$ cat src/rtl/riscv_trace_buf_if.sv
// riscv_trace_buf_if
// Drain-side bundle of the trace buffer: the head record plus its
// valid/ready handshake.
//   master (trace buffer): drives tr_valid, tr_kind, tr_tag, tr_data, tr_ts;
//                          samples tr_ready
//   slave  (consumer)    : samples the record; drives tr_ready
// Parameters: DATA_W record data width, TAG_W tag width, TS_W timestamp width.
interface riscv_trace_buf_if #(
    parameter int DATA_W = 32,
    parameter int TAG_W  = 9,
    parameter int TS_W   = 16
);
    logic              tr_valid;
    logic              tr_ready;
    logic [1:0]        tr_kind;
    logic [TAG_W-1:0]  tr_tag;
    logic [DATA_W-1:0] tr_data;
    logic [TS_W-1:0]   tr_ts;

    modport master (
        output tr_valid, tr_kind, tr_tag, tr_data, tr_ts,
        input  tr_ready
    );

    modport slave (
        input  tr_valid, tr_kind, tr_tag, tr_data, tr_ts,
        output tr_ready
    );
endinterface

$ cat src/rtl/riscv_trace_buf.sv
// riscv_trace_buf
// Execution-trace capture for the single-clock RISC-V core. Every cycle the
// writeback and data-memory taps are sampled; qualifying events (memory
// access first, then register write) are packed into records and pushed
// into a DEPTH-entry first-word-fall-through FIFO, up to two per cycle.
// Events that find no free slot are dropped and counted.
//
// Ports:
//   clk, reset      core clock, asynchronous active-high reset
//   clear           synchronous flush of FIFO, timestamp and drop accounting
//   mode[1:0]       capture filter: 00 off, 01 reg, 10 mem, 11 both
//   reg_write_sig, reg_num, reg_data        register-file writeback tap
//   wr, rd, addr, wr_data, rd_data          data-memory tap
//   tr              riscv_trace_buf_if.master: head record + valid/ready
//   level           FIFO occupancy (0..DEPTH)
//   overflow        sticky, set once any event has been dropped
//   drop_cnt        dropped-event count, saturating at 255
//
// Build option: define RISCV_TRACE_TS_EN to include the timestamp counter
// and per-entry timestamp storage; otherwise tr_ts is constant zero.
module riscv_trace_buf #(
    parameter  int DATA_W = 32,
    parameter  int ADDR_W = 9,
    parameter  int DEPTH  = 16,
    parameter  int TS_W   = 16,
    localparam int TAG_W  = (ADDR_W > 5) ? ADDR_W : 5,
    localparam int LVL_W  = $clog2(DEPTH) + 1
) (
    input  logic              clk,
    input  logic              reset,
    input  logic              clear,
    input  logic [1:0]        mode,
    input  logic              reg_write_sig,
    input  logic [4:0]        reg_num,
    input  logic [DATA_W-1:0] reg_data,
    input  logic              wr,
    input  logic              rd,
    input  logic [ADDR_W-1:0] addr,
    input  logic [DATA_W-1:0] wr_data,
    input  logic [DATA_W-1:0] rd_data,
    riscv_trace_buf_if.master tr,
    output logic [LVL_W-1:0]  level,
    output logic              overflow,
    output logic [7:0]        drop_cnt
);
    localparam int PTR_W = $clog2(DEPTH);

    typedef struct packed {
        logic [1:0]        kind;
        logic [TAG_W-1:0]  tag;
        logic [DATA_W-1:0] data;
    } rec_t;

    // ------------------------------------------------------------------
    // State
    // ------------------------------------------------------------------
    logic [PTR_W-1:0] wr_ptr_reg, wr_ptr_next;
    logic [PTR_W-1:0] rd_ptr_reg, rd_ptr_next;
    logic [LVL_W-1:0] level_reg, level_next;
    logic             overflow_reg, overflow_next;
    logic [7:0]       drop_cnt_reg, drop_cnt_next;

    rec_t             fifo_mem [DEPTH];

    // ------------------------------------------------------------------
    // Event qualification and record formation
    // ------------------------------------------------------------------
    logic mem_ev, reg_ev;
    rec_t mem_rec, reg_rec, rec0, rec1;

    assign mem_ev = (wr || rd) && mode[1];
    assign reg_ev = reg_write_sig && (reg_num != 5'd0) && mode[0];

    // A simultaneous wr and rd is recorded as a single write.
    assign mem_rec.kind = wr ? 2'b10 : 2'b11;
    assign mem_rec.tag  = TAG_W'(addr);
    assign mem_rec.data = wr ? wr_data : rd_data;

    assign reg_rec.kind = 2'b01;
    assign reg_rec.tag  = TAG_W'(reg_num);
    assign reg_rec.data = reg_data;

    // Slot 0 takes the memory event if there is one, so memory always
    // precedes the register write of the same cycle.
    assign rec0 = mem_ev ? mem_rec : reg_rec;
    assign rec1 = reg_rec;

    // ------------------------------------------------------------------
    // Push / pop / drop arithmetic
    // ------------------------------------------------------------------
    logic             tr_valid_int;
    logic             pop;
    logic [1:0]       n_ev, n_push, n_drop;
    logic [LVL_W:0]   free_slots;
    logic             push0, push1;
    logic [PTR_W-1:0] wr_ptr_p1;
    logic [8:0]       drop_sum;

    assign tr_valid_int = (level_reg != '0);
    assign pop          = tr_valid_int && tr.tr_ready;

    assign n_ev = {1'b0, mem_ev} + {1'b0, reg_ev};

    // A pop this cycle frees its slot for a same-cycle push.
    assign free_slots = (LVL_W+1)'(DEPTH) - {1'b0, level_reg} + {{LVL_W{1'b0}}, pop};

    assign push0 = !clear && (n_ev != 2'd0) && (free_slots != '0);
    assign push1 = !clear && (n_ev == 2'd2) && (free_slots >= (LVL_W+1)'(2));

    assign n_push   = {1'b0, push0} + {1'b0, push1};
    assign n_drop   = n_ev - n_push;
    assign drop_sum = {1'b0, drop_cnt_reg} + {7'b0, n_drop};

    assign wr_ptr_p1 = wr_ptr_reg + PTR_W'(1);

    always_comb begin
        wr_ptr_next   = wr_ptr_reg;
        rd_ptr_next   = rd_ptr_reg;
        level_next    = level_reg;
        overflow_next = overflow_reg;
        drop_cnt_next = drop_cnt_reg;
        if (clear) begin
            // Events in the clear cycle are discarded without being counted.
            wr_ptr_next   = '0;
            rd_ptr_next   = '0;
            level_next    = '0;
            overflow_next = 1'b0;
            drop_cnt_next = 8'd0;
        end else begin
            wr_ptr_next   = wr_ptr_reg + PTR_W'(n_push);
            rd_ptr_next   = rd_ptr_reg + PTR_W'(pop);
            level_next    = level_reg + LVL_W'(n_push) - LVL_W'(pop);
            overflow_next = overflow_reg | (n_drop != 2'd0);
            drop_cnt_next = drop_sum[8] ? 8'hFF : drop_sum[7:0];
        end
    end

    always_ff @(posedge clk or posedge reset) begin
        if (reset) begin
            wr_ptr_reg   <= '0;
            rd_ptr_reg   <= '0;
            level_reg    <= '0;
            overflow_reg <= 1'b0;
            drop_cnt_reg <= 8'd0;
        end else begin
            wr_ptr_reg   <= wr_ptr_next;
            rd_ptr_reg   <= rd_ptr_next;
            level_reg    <= level_next;
            overflow_reg <= overflow_next;
            drop_cnt_reg <= drop_cnt_next;
        end
    end

    // ------------------------------------------------------------------
    // Storage: two write ports (wr_ptr and wr_ptr+1), one async read at
    // the head. Entries need no reset; the outputs are masked by tr_valid.
    // ------------------------------------------------------------------
    logic [DEPTH-1:0] sel0, sel1;

    genvar gi;
    generate
        for (gi = 0; gi < DEPTH; gi++) begin : g_sel
            assign sel0[gi] = push0 && (wr_ptr_reg == PTR_W'(gi));
            assign sel1[gi] = push1 && (wr_ptr_p1  == PTR_W'(gi));
        end
    endgenerate

    always_ff @(posedge clk) begin
        for (int i = 0; i < DEPTH; i++) begin
            if (sel0[i]) begin
                fifo_mem[i] <= rec0;
            end else if (sel1[i]) begin
                fifo_mem[i] <= rec1;
            end
        end
    end

    rec_t head;
    assign head = fifo_mem[rd_ptr_reg];

    assign tr.tr_valid = tr_valid_int;
    assign tr.tr_kind  = tr_valid_int ? head.kind : 2'b00;
    assign tr.tr_tag   = tr_valid_int ? head.tag  : '0;
    assign tr.tr_data  = tr_valid_int ? head.data : '0;

    // ------------------------------------------------------------------
    // Timestamp
    // ------------------------------------------------------------------
`ifdef RISCV_TRACE_TS_EN
    logic [TS_W-1:0] ts_reg, ts_next;
    logic [TS_W-1:0] ts_mem [DEPTH];

    // Held at zero while capture is off so a re-enabled trace restarts at 0.
    assign ts_next = (clear || (mode == 2'b00)) ? '0 : ts_reg + TS_W'(1);

    always_ff @(posedge clk or posedge reset) begin
        if (reset) begin
            ts_reg <= '0;
        end else begin
            ts_reg <= ts_next;
        end
    end

    // Both records of a cycle carry the timestamp of that cycle.
    always_ff @(posedge clk) begin
        for (int i = 0; i < DEPTH; i++) begin
            if (sel0[i] || sel1[i]) begin
                ts_mem[i] <= ts_reg;
            end
        end
    end

    assign tr.tr_ts = tr_valid_int ? ts_mem[rd_ptr_reg] : '0;
`else
    assign tr.tr_ts = {TS_W{1'b0}};
`endif

    assign level    = level_reg;
    assign overflow = overflow_reg;
    assign drop_cnt = drop_cnt_reg;

endmodule
$ cat src/flat_wrapper.sv
// flat-port wrapper written by rule: the top's interface ports become plain ports
module riscv_trace_buf_flat 
#(
    parameter  int DATA_W = 32,
    parameter  int ADDR_W = 9,
    parameter  int DEPTH  = 16,
    parameter  int TS_W   = 16,
    localparam int TAG_W  = (ADDR_W > 5) ? ADDR_W : 5,
    localparam int LVL_W  = $clog2(DEPTH) + 1
)
  (clk, reset, clear, mode, reg_write_sig, reg_num, reg_data, wr, rd, addr, wr_data, rd_data, level, overflow, drop_cnt, tr_tr_valid, tr_tr_kind, tr_tr_tag, tr_tr_data, tr_tr_ts, tr_tr_ready);
  riscv_trace_buf_if #(.DATA_W(DATA_W), .TS_W(TS_W)) tr_i ();
  input  logic clk;
  input  logic reset;
  input  logic clear;
  input  logic [1:0] mode;
  input  logic reg_write_sig;
  input  logic [4:0] reg_num;
  input  logic [DATA_W-1:0] reg_data;
  input  logic wr;
  input  logic rd;
  input  logic [ADDR_W-1:0] addr;
  input  logic [DATA_W-1:0] wr_data;
  input  logic [DATA_W-1:0] rd_data;
  output logic [LVL_W-1:0] level;
  output logic overflow;
  output logic [7:0] drop_cnt;
  output wire logic [$bits(tr_i.tr_valid)-1:0] tr_tr_valid;
  output wire logic [$bits(tr_i.tr_kind)-1:0] tr_tr_kind;
  output wire logic [$bits(tr_i.tr_tag)-1:0] tr_tr_tag;
  output wire logic [$bits(tr_i.tr_data)-1:0] tr_tr_data;
  output wire logic [$bits(tr_i.tr_ts)-1:0] tr_tr_ts;
  input wire logic [$bits(tr_i.tr_ready)-1:0] tr_tr_ready;
  assign tr_tr_valid = tr_i.tr_valid;
  assign tr_tr_kind = tr_i.tr_kind;
  assign tr_tr_tag = tr_i.tr_tag;
  assign tr_tr_data = tr_i.tr_data;
  assign tr_tr_ts = tr_i.tr_ts;
  assign tr_i.tr_ready = tr_tr_ready;
  riscv_trace_buf #(.DATA_W(DATA_W), .ADDR_W(ADDR_W), .DEPTH(DEPTH), .TS_W(TS_W)) u_core (.clk(clk), .reset(reset), .clear(clear), .mode(mode), .reg_write_sig(reg_write_sig), .reg_num(reg_num), .reg_data(reg_data), .wr(wr), .rd(rd), .addr(addr), .wr_data(wr_data), .rd_data(rd_data), .tr(tr_i), .level(level), .overflow(overflow), .drop_cnt(drop_cnt));
endmodule
$ cat config.mk
export PLATFORM = sky130hd
export DESIGN_NAME = riscv_trace_buf_flat
export DESIGN_NICKNAME = d
export VERILOG_FILES = /design/src/rtl/riscv_trace_buf_if.sv /design/src/rtl/riscv_trace_buf.sv /design/src/flat_wrapper.sv
export SDC_FILE = /design/constraint.sdc
export NUM_CORES = 1
export LEC_CHECK = 0
export BUFFER_PORTS_ARGS = -buffer_cell sky130_fd_sc_hd__buf_4
export CORE_MARGIN = 2
export CORE_UTILIZATION = 50
export CTS_BUF_LIST = sky130_fd_sc_hd__clkbuf_8
export CTS_CLUSTER_SIZE = 16
export DETAILED_ROUTE_END_ITERATION = 8
export GPL_ROUTABILITY_DRIVEN = 0
export HOLD_SLACK_MARGIN = 0.02
export PLACE_DENSITY = 0.77
export SLEW_MARGIN = 20
export SYNTH_ARGS = -nofsm -noshare
export SYNTH_HDL_FRONTEND = slang
export SYNTH_SLANG_ARGS = --single-unit
$ cat constraint.sdc
create_clock -name clk -period 13.2 [get_ports clk]
set_input_delay 2.64 -clock clk [delete_from_list [all_inputs] [get_ports clk]]
set_output_delay 2.64 -clock clk [all_outputs]
set_load 0.005 [all_outputs]
Word level (Yosys, flattened, before mapping)
Memory sizes are Yosys's and may differ from the RTL's.
Cells that the tools add are included.
{ "classes": {"n_addsub": 11, "magnitude_cmp": 1, "n_eq_ne": 31, "n_mux": 150, "bitwise_logic": 17, "n_reduce_logical": 63} }
{ "ops": {"columns": ["operator", "count"], "rows": [
  ["43-bit 2-to-1 mux", 31],
  ["43-bit OR reduction", 14],
  ["1-bit 2-to-1 mux", 96],
  ["4-bit equality test (second input constant)", 16],
  ["32-bit 2-to-1 mux", 2],
  ["4-bit 2-to-1 mux", 16],
  ["1-bit logical AND", 40],
  ["4-bit by 3-bit equality test with 1-bit output (second input constant)", 8],
  ["1-bit bitwise OR", 17],
  ["4-bit by 2-bit equality test with 1-bit output (second input constant)", 4],
  ["8-bit 2-to-1 mux", 2],
  ["5-bit nonzero test", 2],
  ["8-bit by 2-bit adder with 9-bit output", 1],
  ["9-bit 2-to-1 mux", 1],
  ["4-bit by 1-bit equality test with 1-bit output (second input constant)", 2],
  ["4-bit zero test", 2],
  ["6-bit by 1-bit adder with 6-bit output", 1],
  ["6-bit by 2-bit greater-or-equal comparator with 1-bit output (second input constant)", 1],
  ["6-bit nonzero test", 1],
  ["5-bit by 5-bit subtractor with 6-bit output (first input constant)", 1],
  ["5-bit by 2-bit adder with 5-bit output", 1],
  ["5-bit 2-to-1 mux", 1],
  ["5-bit by 1-bit subtractor with 5-bit output", 1],
  ["1-bit by 1-bit adder with 2-bit output", 2],
  ["9 further kinds", 10]
]} }
{ "word_totals": {"reg_bits": 22, "mem_bits_rw": 688, "output_inout_bits": 74, "wordCells": 279, "n_memories": 1} }
{ "mem_list": {"columns": ["name", "depth", "width", "rd", "rd_clocked_by_memory_dff", "wr", "line_no", "text"], "rows": [
  ["u_core.fifo_mem", 16, 43, 1, 0, 2, "riscv_trace_buf.sv:63", "rec_t fifo_mem [DEPTH];"]
]} }

Longest topological paths before layout
Gate-level depths: netlist of run 1.
{ "logic_depth": {"ltp_word": 20, "depth_mapped": 25, "mapped_depth_nobuf": 23} }

Worst setup path after synthesis of run 1
No wires, ideal clock.
{ "synth_path": {"kind": "input-to-reg", "from": "input wr", "to": "memory u_core.fifo_mem[15][0] in the netlist's numbering, enable pin", "setup_ns": 0.506, "arrival_ns": 7.297, "path_slack_ns": 5.397, "path_stages": 9, "path_cell_list": "buf_2 > o21ai_1 > buf_2 > clkbuf_1 > clkbuf_1 > ha_1 > nor3_1 > a32oi_1 > nor3b_1"} }
{ "synth_rtl": {"columns": ["item", "line_no", "text"], "rows": [
  ["from (decl)", "flat_wrapper.sv:20", "input logic wr;"],
  ["to (decl)", "riscv_trace_buf.sv:63", null]
]} }

Worst setup path after layout of run 1
{ "layout_path": {"from": "register u_core.rd_ptr_reg[1]", "to": "output tr_tr_tag[4]"} }
{ "layout_via": {"elab_chain_len": 2} }
{ "layout_lines": {"columns": ["item", "line_no", "text"], "rows": [
  ["from (decl)", "riscv_trace_buf.sv:58", "logic [PTR_W-1:0] rd_ptr_reg, rd_ptr_next;"],
  ["from (signal assigned)", "riscv_trace_buf.sv:147", "rd_ptr_reg <= rd_ptr_next;"],
  ["memory 16 x 43 bit", null, null],
  ["9-bit 2-to-1 mux", "riscv_trace_buf.sv:183", "assign tr.tr_tag = tr_valid_int ? head.tag : '0;"],
  ["to (decl)", "flat_wrapper.sv:30", "output wire logic [$bits(tr_i.tr_tag)-1:0] tr_tr_tag;"]
]} }
Every way passes these cells.

==> impl_metrics.json, run 1 <==
{
  "status": "completed",
  "grt_pass1_vias": 22200,
  "synth.avg_cell_area_um2": 16.6,
  "async_flop_share_pct": 3.10,
  "fin_setup_tns_ns": 0,
  "worst-r2r-setup-slack_ns": 8.13,
  "antenna_found_initial": 3,
  "fin_skew_ns": 0.0367,
  "ys_types": 52,
  "critPathLaunchType": "flip-flop",
  "clkLatencyLatePin_ns": 0.73,
  "drcViolationCount": 0,
  "grt_max_degree": 65,
  "grt_use_met3_pct": 4.83,
  "clock_sinks": 710,
  "synth_edf_count": 682,
  "drv_cap": 0,
  "cts_tree": "built",
  "timing.rr.end": "u_core.drop_cnt[7]$_DFF_PP0_",
  "cp.arrival_ns": 5.05,
  "netlist_area_um2": 36600,
  "synth_most_common_cell": "edfxtp_1",
  "fmax_ghz": 0.130,
  "synth_ff_type": "edfxtp_1",
  "largest_register_ffs": 688,
  "end_kind": "primary output",
  "wl_per_cell_um": 29.0,
  "ys_ff_latch": 710,
  "syn2layout_area_growth_pct": 11.7,
  "dieWidth_um": 275,
  "dr_total_vias": 21600,
  "critPathKind": "flip-flop to primary output",
  "cts_resized": 0,
  "worstHoldPathType": "flip-flop to flip-flop",
  "routed_wirelength_mm": 99.0,
  "timing.rr.start": "u_core.level[3]$_DFF_PP0_",
  "cts_buffers": 112,
  "cts-hold-fix-buffers": 0,
  "synth_area_leaders": "edfxtp_1 (56%), mux2_2 (15%), mux4_2 (13%), mux2_1 (2.5%), dfrtp_1 (1.5%)",
  "grtUsageTotal_pct": 26.2,
  "synth_warnings": 0,
  "synth_top_area_share_pct": 55.9,
  "fin_crit_sh_pct": 58.3,
  "port_buffers": 176,
  "top_usage_layer": "met2",
  "dieArea_um2": 75400,
  "cellPowerDensity_nw_per_um2": 143,
  "grt_use_met2_pct": 44.1,
  "start_util_pct": 50.4,
  "clk_pin_slew_worst_paths_ns": 0.06,
  "layout_min_cycle_time_ns": 7.69,
  "crit_start": "u_core.rd_ptr_reg[1]$_DFF_PP0_",
  "crit_fanout": 64,
  "required_ns": 10.56,
  "die_h_um": 275,
  "cp-endpoint": "tr_tr_tag[4]",
  "clock_path_buffers": 3,
  "synthTopCellsByCount": "edfxtp_1 (682), mux2_2 (474), mux4_2 (215)",
  "dp_hpwl_mm": 53.6,
  "syn_inst": 2205,
  "hold_viol": 0,
  "grt_setup_unrepaired": "false",
  "slew_viol_final": 0,
  "synth_seq_area_share_pct": 57.7,
  "grtUsageMet1_pct": 33.6,
  "gr-total-overflow": 0,
  "detailedRoute.firstIterationViolations": 2393,
  "drive_gt1_share_pct": 46.2,
  "avgViaCountPerCell": 6.33,
  "leakagePower_uw": 0.0138,
  "setup_viol": 0,
  "detail-route-antenna-nets": 0,
  "holdWs_ns": 0.507,
  "firstDrtPassIters": 5,
  "coreArea_um2": 72700,
  "rows": 99,
  "htree_levels": 3,
  "grt_pass1_wl_mm": 143,
  "io_pins": 193,
  "final_nets": 2499,
  "slew_headroom_pct": 20.8,
  "yosysTopAreaCell": "edfxtp_1",
  "worst_pin_slew_ns": 1.18,
  "clockRootBuffer": "clkbuf_8",
  "rr_worst_depth": 22,
  "vdd_drop_max_mv": 0.0753,
  "cts_setup_buffers": 0
}
critical path: stages, from the launching register on:
cell and delay, ns:
dfrtp_4 1.14, buf_4 0.84, buf_4 0.90, mux4_2 0.44
mux4_2 0.54, and2_1 0.20, buf_4 0.13
final cells by class:
| type | count | area [um2] |
|---|---|---|
| clock buffers | 120 | 1650 |
| flip-flops and latches | 710 | 21200 |
| fillers | 5567 | 31800 |
| repair buffers | 265 | 1990 |
| diodes | 1 | 2.50 |
| multi-input cells | 1243 | 14400 |
| inverters | 24 | 90.1 |
| clock inverters | 85 | 438 |
| well taps | 959 | 1200 |
stage by stage:
step           power (uW)  util, %  setup WS (ns)  instances  instance area, um2
2_1_floorplan        3640        -           5.40       2220               36700
3_3_place_gp         4110     53.4           5.95       3201               38800
3_5_place_dp         4160     53.4           5.81       3201               38800
4_1_cts              5890     56.3           5.50       3406               40900
5_1_grt              6080     56.3           5.44       3407               40900
6_report             5860     56.3           5.51       3407               40900
power breakdown:
| group | switching, uW | total (uW) | leakage [uW] | internal (uW) |
|---|---|---|---|---|
| logic | 681 | 1460 | 0.00610 | 776 |
| registers | 83.2 | 2640 | 0.00650 | 2550 |
| clock network | 870 | 1760 | 0.00125 | 894 |
metal layers:
| layer | wire length (um) | part of all wire [%] | up-vias |
|---|---|---|---|
| met5 | 27 | 0.027 | - |
| met4 | 3720 | 3.8 | 4 |
| met3 | 8620 | 8.7 | 246 |
| met2 | 49600 | 50 | 1151 |
| met1 | 37000 | 37 | 11200 |
| li1 | - | - | 8967 |
cell families (layout without fill, tap and decap cells):
group	after synthesis	in the layout	synth area share (%)
and+or+nand+nor	277	277	4.12
muxes	808	808	31.3
DFF	710	710	57.7
other	1	17	0.0102
AOI/OAI and AO/OA	106	106	1.99
xor gates and xnor gates	12	12	0.287
buffers and inverters	267	494	3.65
adders and majority gates	24	24	0.881
how the worst min path moves through the flow:
| stage | startpoint | slack, ns | to | cells after the start |
|---|---|---|---|---|
| after global placement | u_core.fifo_mem[8][38]$_SDFFE_PP0P_ | 0.46 | u_core.fifo_mem[8][38]$_SDFFE_PP0P_ | 2 |
| final | u_core.fifo_mem[8][38]$_SDFFE_PP0P_ | 0.51 | u_core.fifo_mem[8][38]$_SDFFE_PP0P_ | 2 |
| after floorplan | u_core.fifo_mem[8][37]$_SDFFE_PP0P_ | 0.45 | u_core.fifo_mem[8][37]$_SDFFE_PP0P_ | 2 |
| after CTS | u_core.fifo_mem[8][38]$_SDFFE_PP0P_ | 0.51 | u_core.fifo_mem[8][38]$_SDFFE_PP0P_ | 2 |
| after detailed placement | u_core.fifo_mem[8][38]$_SDFFE_PP0P_ | 0.47 | u_core.fifo_mem[8][38]$_SDFFE_PP0P_ | 2 |
| after global routing | u_core.fifo_mem[8][38]$_SDFFE_PP0P_ | 0.53 | u_core.fifo_mem[8][38]$_SDFFE_PP0P_ | 2 |
placed cells by master, fill, tap and decap left out, types with 37 or more instances in the layout:
master      n
mux2_2    474
mux2_1     81
o21ai_0    37
inv_1      74
nor2_1     91
and2_1     44
clkbuf_8  120
nand2_1    66
a22o_1     37
edfxtp_1  682
mux4_2    215
buf_4     265
mux2i_1    38
(Power assumes the default switching activity.)
==> run 2, diff against run 1 <==
clock period = 8 ns   (was 13.2 ns; I/O delays follow)
==> run 2 against run 1 <==
  * Clock skew decreased by 0.0043 ns
  * Critical path depth decreased by 1
  * Largest cell class unchanged
  * Sequential cell count unchanged
  * Sequential share of layout area decreased by 0.062 points
  * Non-clock buffer count decreased by 3
  * Setup slack got worse by 3.1 ns
  * Clock power increased by 65%
  * Core utilization increased by 0.067 points
  * Critical path type unchanged
  * Wire length decreased by 0.54%
  * Final area increased by 0.12%
  * Cell count about the same
  * Largest power group unchanged
  * Combinational power increased by 67%
==> impl_metrics.json, run 2 (synthesized netlist as in run 1, its figures left out) <==
{
  "status": "completed",
  "layout_min_cycle_time_ns": 5.54,
  "worstHoldPathType": "flip-flop to flip-flop",
  "utilization_pct": 56.3,
  "gr-total-overflow": 0,
  "drcViolationCount": 0,
  "cts_tree": "built",
  "die_h_um": 275,
  "fin_crit_sh_pct": 69.3,
  "clock_sinks": 710,
  "cpMostUsedCell": "mux4_2",
  "dp_hpwl_mm": 52.6,
  "grt_pass1_wl_mm": 144,
  "grt_setup_unrepaired": "false",
  "cts_setup_buffers": 0,
  "cp.arrival_ns": 3.94,
  "detail-route-antenna-nets": 0,
  "antenna_found_initial": 3,
  "port_buffers": 176,
  "placed_area_um2": 38800,
  "path_cells": "buf_12 > mux4_2 > mux4_2 > and2_1 > buf_4",
  "avgViaCountPerCell": 6.28,
  "clockRootBuffer": "clkbuf_8",
  "hold_viol": 0,
  "crit_path_top_delay_cell": "dfrtp_4",
  "final_area_um2": 41000,
  "critPathKind": "flip-flop to primary output",
  "routed_wirelength_mm": 98.4,
  "syn2layout_area_growth_pct": 11.8,
  "io_pins": 193,
  "critPathMaxStageDelay_ns": 0.89,
  "slew_headroom_pct": 25.3,
  "setup_viol": 0,
  "fin_skew_ns": 0.0324,
  "grtUsageTotal_pct": 26.2,
  "start_util_pct": 50.4,
  "drive_gt1_share_pct": 46.3,
  "final_nets": 2498,
  "wl_per_cell_um": 28.9,
  "firstDrtPassIters": 5,
  "required_ns": 6.40,
  "clkLatencyLatePin_ns": 0.74,
  "cts_resized": 0,
  "drv_cap": 0,
  "cellPowerDensity_nw_per_um2": 236,
  "grt_max_degree": 141,
  "crit_fanout": 97,
  "coreArea_um2": 72700,
  "vdd_drop_max_mv": 0.166,
  "critPathLaunchType": "flip-flop",
  "clock_path_buffers": 3,
  "slew_viol_final": 0,
  "fmax_ghz": 0.180,
  "dieArea_um2": 75400,
  "dr_total_vias": 21400,
  "clk_pin_slew_worst_paths_ns": 0.06,
  "rows": 99,
  "layout_common_cells": "edfxtp_1 (682), mux2_2 (474), buf_4 (257)",
  "worst_pin_slew_ns": 1.11,
  "end_kind": "primary output",
  "leakagePower_uw": 0.0138,
  "grt_pass1_vias": 22400,
  "cts_buffers": 114,
  "fin_setup_tns_ns": 0,
  "cts-hold-fix-buffers": 0,
  "detailedRoute.firstIterationViolations": 2423,
  "dieWidth_um": 275,
  "largest_register_ffs": 688,
  "htree_levels": 3,
  "layout_commonest_cell": "edfxtp_1"
}
-- run 2: cell count changes in the layout (fill, tap and decap cells not counted), sizes merged --
cell,previous run,this run
buf,265,262
bufinv,3,1
clkbuf,120,121
clkinv,26,45
clkinvlp,3,1
diode,1,2
inv,77,66
-- run 2: through the flow --
| stage | total power, uW | hold WS [ns] | worst slack (ns) | std cells |
|---|---|---|---|---|
| floorplan | 6010 | 0.450 | 1.24 | 2220 |
| global placement | 6800 | 0.469 | 2.22 | 3197 |
| detailed placement | 6860 | 0.477 | 2.17 | 3197 |
| CTS | 9730 | 0.486 | 2.31 | 3407 |
| global route | 10000 | 0.537 | 2.20 | 3410 |
| finish | 9660 | 0.492 | 2.46 | 3410 |
-- run 2: cell type report --
class / count / area [um2]
Clock inverter: 89 / 423
Fill cell: 5495 / 31800
Timing Repair Buffer: 262 / 2040
Sequential cell: 710 / 21200
Antenna cell: 2 / 5.00
Clock buffer: 121 / 1670
Multi-Input combinational cell: 1243 / 14400
Inverter: 24 / 90.1
Tap cell: 959 / 1200
-- run 2: path summary, 6_finish.rpt --
path / start / to / slack (ns) / depth (start not counted)
setup / recovery: u_core.rd_ptr_reg[0]$_DFF_PP0_ / tr_tr_data[2] / 2.46 / 5
hold / removal: u_core.fifo_mem[8][39]$_SDFFE_PP0P_ / u_core.fifo_mem[8][39]$_SDFFE_PP0P_ / 0.49 / 2
setup reg to reg: u_core.level[3]$_DFF_PP0_ / u_core.drop_cnt[7]$_DFF_PP0_ / 2.77 / 22
hold reg to reg: u_core.fifo_mem[8][39]$_SDFFE_PP0P_ / u_core.fifo_mem[8][39]$_SDFFE_PP0P_ / 0.49 / 2
max in group asynchronous: reset / u_core.rd_ptr_reg[1]$_DFF_PP0_ / 6.30 / 2
min in group asynchronous: reset / u_core.wr_ptr_reg[3]$_DFF_PP0_ / 1.07 / 2
-- run 2: critical path: cells and delay by family, from the launching register on --
family | cells | cell delay [ns]
buffers and inverters | 2 | 0.87
muxes | 2 | 1.09
and+or+nand+nor | 1 | 0.24
DFF | 1 | 0.89
-- run 2: report_power, final --
part	leakage [uW]	switching, uW	internal, uW	total [uW]
combinational	0.00610	1150	1290	2440
sequential	0.00650	105	4210	4320
clock	0.00122	1470	1430	2900
-- run 2: per-layer routing --
metal  global-route usage [%]  part of all wire [%]  up-vias
met1                     33.0                    37    11100
met5                        0                 0.016        -
met3                     4.35                   8.0      209
met2                     45.3                    51     1118
met4                     10.8                   3.5        2
li1                         -                     -     8964
==> run 3, diff against run 2 <==
ABC_AREA = 1   (was unset)
PLACE_DENSITY = 0.8   (was 0.77)
clock period = 4.55 ns   (was 8 ns; I/O delays follow)
==> run 3 against run 2 <==
  * Wire length grew 21%
  * Sequential cell count is the same
  * Core utilization shrank 0.62 points
  * Setup slack lost 2.3 ns
  * Count of clock-buffer cells in the layout grew 1
  * Global-route usage grew 3.6 points
  * Cell count grew 52%
  * Critical path depth grew 2
  * Largest power group unchanged
  * Highest routed layer unchanged
==> impl_metrics.json, run 3 <==
{
  "clk_pin_slew_worst_paths_ns": 0.06,
  "status": "completed",
  "syn2layout_area_growth_pct": 10.2,
  "dieWidth_um": 279,
  "cp.arrival_ns": 3.46,
  "avgViaCountPerCell": 6.12,
  "synth_ff_type": "edfxtp_1",
  "fmax_ghz": 0.229,
  "synth_top_area_share_pct": 54.3,
  "grt_max_degree": 177,
  "layout_common_cells": "nand2_1 (732), edfxtp_1 (682), o21ai_0 (653)",
  "fill_cells": 6356,
  "routed_wirelength_mm": 119,
  "die_h_um": 279,
  "wl_per_cell_um": 22.9,
  "setup_slack_ns": 0.183,
  "drive_gt1_share_pct": 13.1,
  "grt_pass1_wl_mm": 176,
  "slew_viol_final": 0,
  "leakagePower_uw": 0.0162,
  "placed_area_um2": 39400,
  "dr_total_vias": 31700,
  "critPathKind": "flip-flop to primary output",
  "drv_cap": 0,
  "synth.avg_cell_area_um2": 9.21,
  "htree_levels": 3,
  "utilization_pct": 55.7,
  "clock_path_buffers": 3,
  "final_nets": 4261,
  "worst_pin_slew_ns": 1.17,
  "detail-route-antenna-nets": 0,
  "clockRootBuffer": "clkbuf_8",
  "worstHoldPathType": "primary input to async pin",
  "fin_skew_ns": 0.0347,
  "start_util_pct": 50.6,
  "synthTopCellsByCount": "nand2_1 (751), edfxtp_1 (682), o21ai_0 (653)",
  "grt_pass1_vias": 29800,
  "slew_headroom_pct": 22.0,
  "async_flop_share_pct": 3.10,
  "gr-total-overflow": 0,
  "clkLatencyLatePin_ns": 0.78,
  "antenna_found_initial": 4,
  "power_uw": 18300,
  "synth_area_leaders": "edfxtp_1 (54%), o21ai_0 (8.7%), nand2_1 (7.5%), nor2_1 (5.5%), o211ai_1 (4.1%)",
  "crit_fanout": 56,
  "cts_tree": "built",
  "fin_crit_sh_pct": 96.0,
  "detailedRoute.firstIterationViolations": 4713,
  "synth_seq_area_share_pct": 56.1,
  "synth_warnings": 0,
  "ys_ff_latch": 710,
  "placed_cells": 4968,
  "setup_viol": 0,
  "synth_most_common_cell": "nand2_1",
  "pre_cts_ws_ns": 0.0215,
  "dp_hpwl_mm": 66.3,
  "ys_types": 37,
  "layout_commonest_cell": "nand2_1",
  "rr_worst_depth": 27,
  "cts_buffers": 116,
  "vdd_drop_max_mv": 0.378,
  "port_buffers": 176,
  "fin_cells": 5178,
  "end_kind": "primary output",
  "firstDrtPassIters": 8,
  "synth_edf_count": 682,
  "syn_inst": 4095,
  "clock_sinks": 710,
  "hold_viol": 0,
  "final_area_um2": 41500,
  "io_pins": 193,
  "critPathLaunchType": "flip-flop",
  "rows": 100,
  "yosysTopAreaCell": "edfxtp_1",
  "dieArea_um2": 77600,
  "coreArea_um2": 74600,
  "grtUsageTotal_pct": 29.8,
  "cellPowerDensity_nw_per_um2": 440,
  "layout_min_cycle_time_ns": 4.37,
  "drcViolationCount": 0,
  "required_ns": 3.64,
  "netlist_area_um2": 37700,
  "largest_register_ffs": 688
}
## run 3: area by class of cell
cell class / count / area (um2) / area share (%)
Sequential cell: 710 / 21200 / 51.0
Tap cell: 969 / 1210 / 2.92
Clock inverter: 85 / 380 / 0.916
Clock buffer: 122 / 1680 / 4.04
Timing Repair Buffer: 290 / 2540 / 6.12
Multi-Input combinational cell: 2768 / 13700 / 32.9
Antenna cell: 2 / 5.00 / 0.0120
Inverter: 232 / 880 / 2.12
## run 3: path summary, 6_finish.rpt
| kind | startpoint | to | slack (ns) |
|---|---|---|---|
| min in group clk | u_core.fifo_mem[8][41]$_SDFFE_PP1P_ | u_core.fifo_mem[8][41]$_SDFFE_PP1P_ | 0.47 |
| max reg2reg | u_core.level[3]$_DFF_PP0_ | u_core.drop_cnt[7]$_DFF_PP0_ | 0.29 |
| max | u_core.rd_ptr_reg[1]$_DFF_PP0_ | tr_tr_kind[0] | 0.18 |
| min reg2reg | u_core.fifo_mem[8][41]$_SDFFE_PP1P_ | u_core.fifo_mem[8][41]$_SDFFE_PP1P_ | 0.47 |
| max in group asynchronous | reset | u_core.rd_ptr_reg[2]$_DFF_PP0_ | 3.55 |
| min | reset | u_core.drop_cnt[4]$_DFF_PP0_ | 0.34 |
## run 3: stage by stage
step                TNS [ns]  hold slack (ns)
global placement           0            0.452
CTS                        0            0.357
global route        -0.00851            0.391
finish                     0            0.344
floorplan                  0            0.430
detailed placement         0            0.453
## run 3: routing by layer
layer | wire length [um] | up-vias | track usage [%]
met5 | 28 | - | 0
met3 | 16200 | 445 | 7.46
met1 | 42400 | 14700 | 38.3
met2 | 54200 | 2306 | 47.3
met4 | 5940 | 4 | 14.8
li1 | - | 14200 | -
## run 3: power breakdown
part	switching (uW)	total (uW)	leakage, uW	internal [uW]
Sequential	98.7	7570	0.00643	7470
Combinational	3770	5630	0.00857	1860
Clock	2610	5090	0.00124	2480
Total	6480	18300	0.0162	11800
## run 3: worst max-delay path, cell delays in order (launching register included)
cell and delay (ns):
dfrtp_4 0.59, buf_4 0.44, buf_4 0.59, o21ai_0 0.18, o211ai_1 0.24, nand3_1 0.14
a21oi_1 0.27, buf_4 0.17
## run 3: kinds of logic (layout without fill, tap and decap cells)
group / Yosys count / count (layout) / synth area share, %
AOI/OAI and AO/OA: 1241 / 1241 / 18.7
xor gates and xnor gates: 7 / 7 / 0.163
adders and majority gates: 24 / 24 / 0.856
buffers and inverters: 632 / 729 / 8.18
DFF: 710 / 710 / 56.1
other: 1 / 18 / 0.00995
and+or+nand+nor: 1480 / 1480 / 16.0
## run 3: what timing repair did
item                       CTS  global route
resized for setup            0            13
setup buffers                0             1
setup endpoints to repair    0             8
hold buffers                 0             0
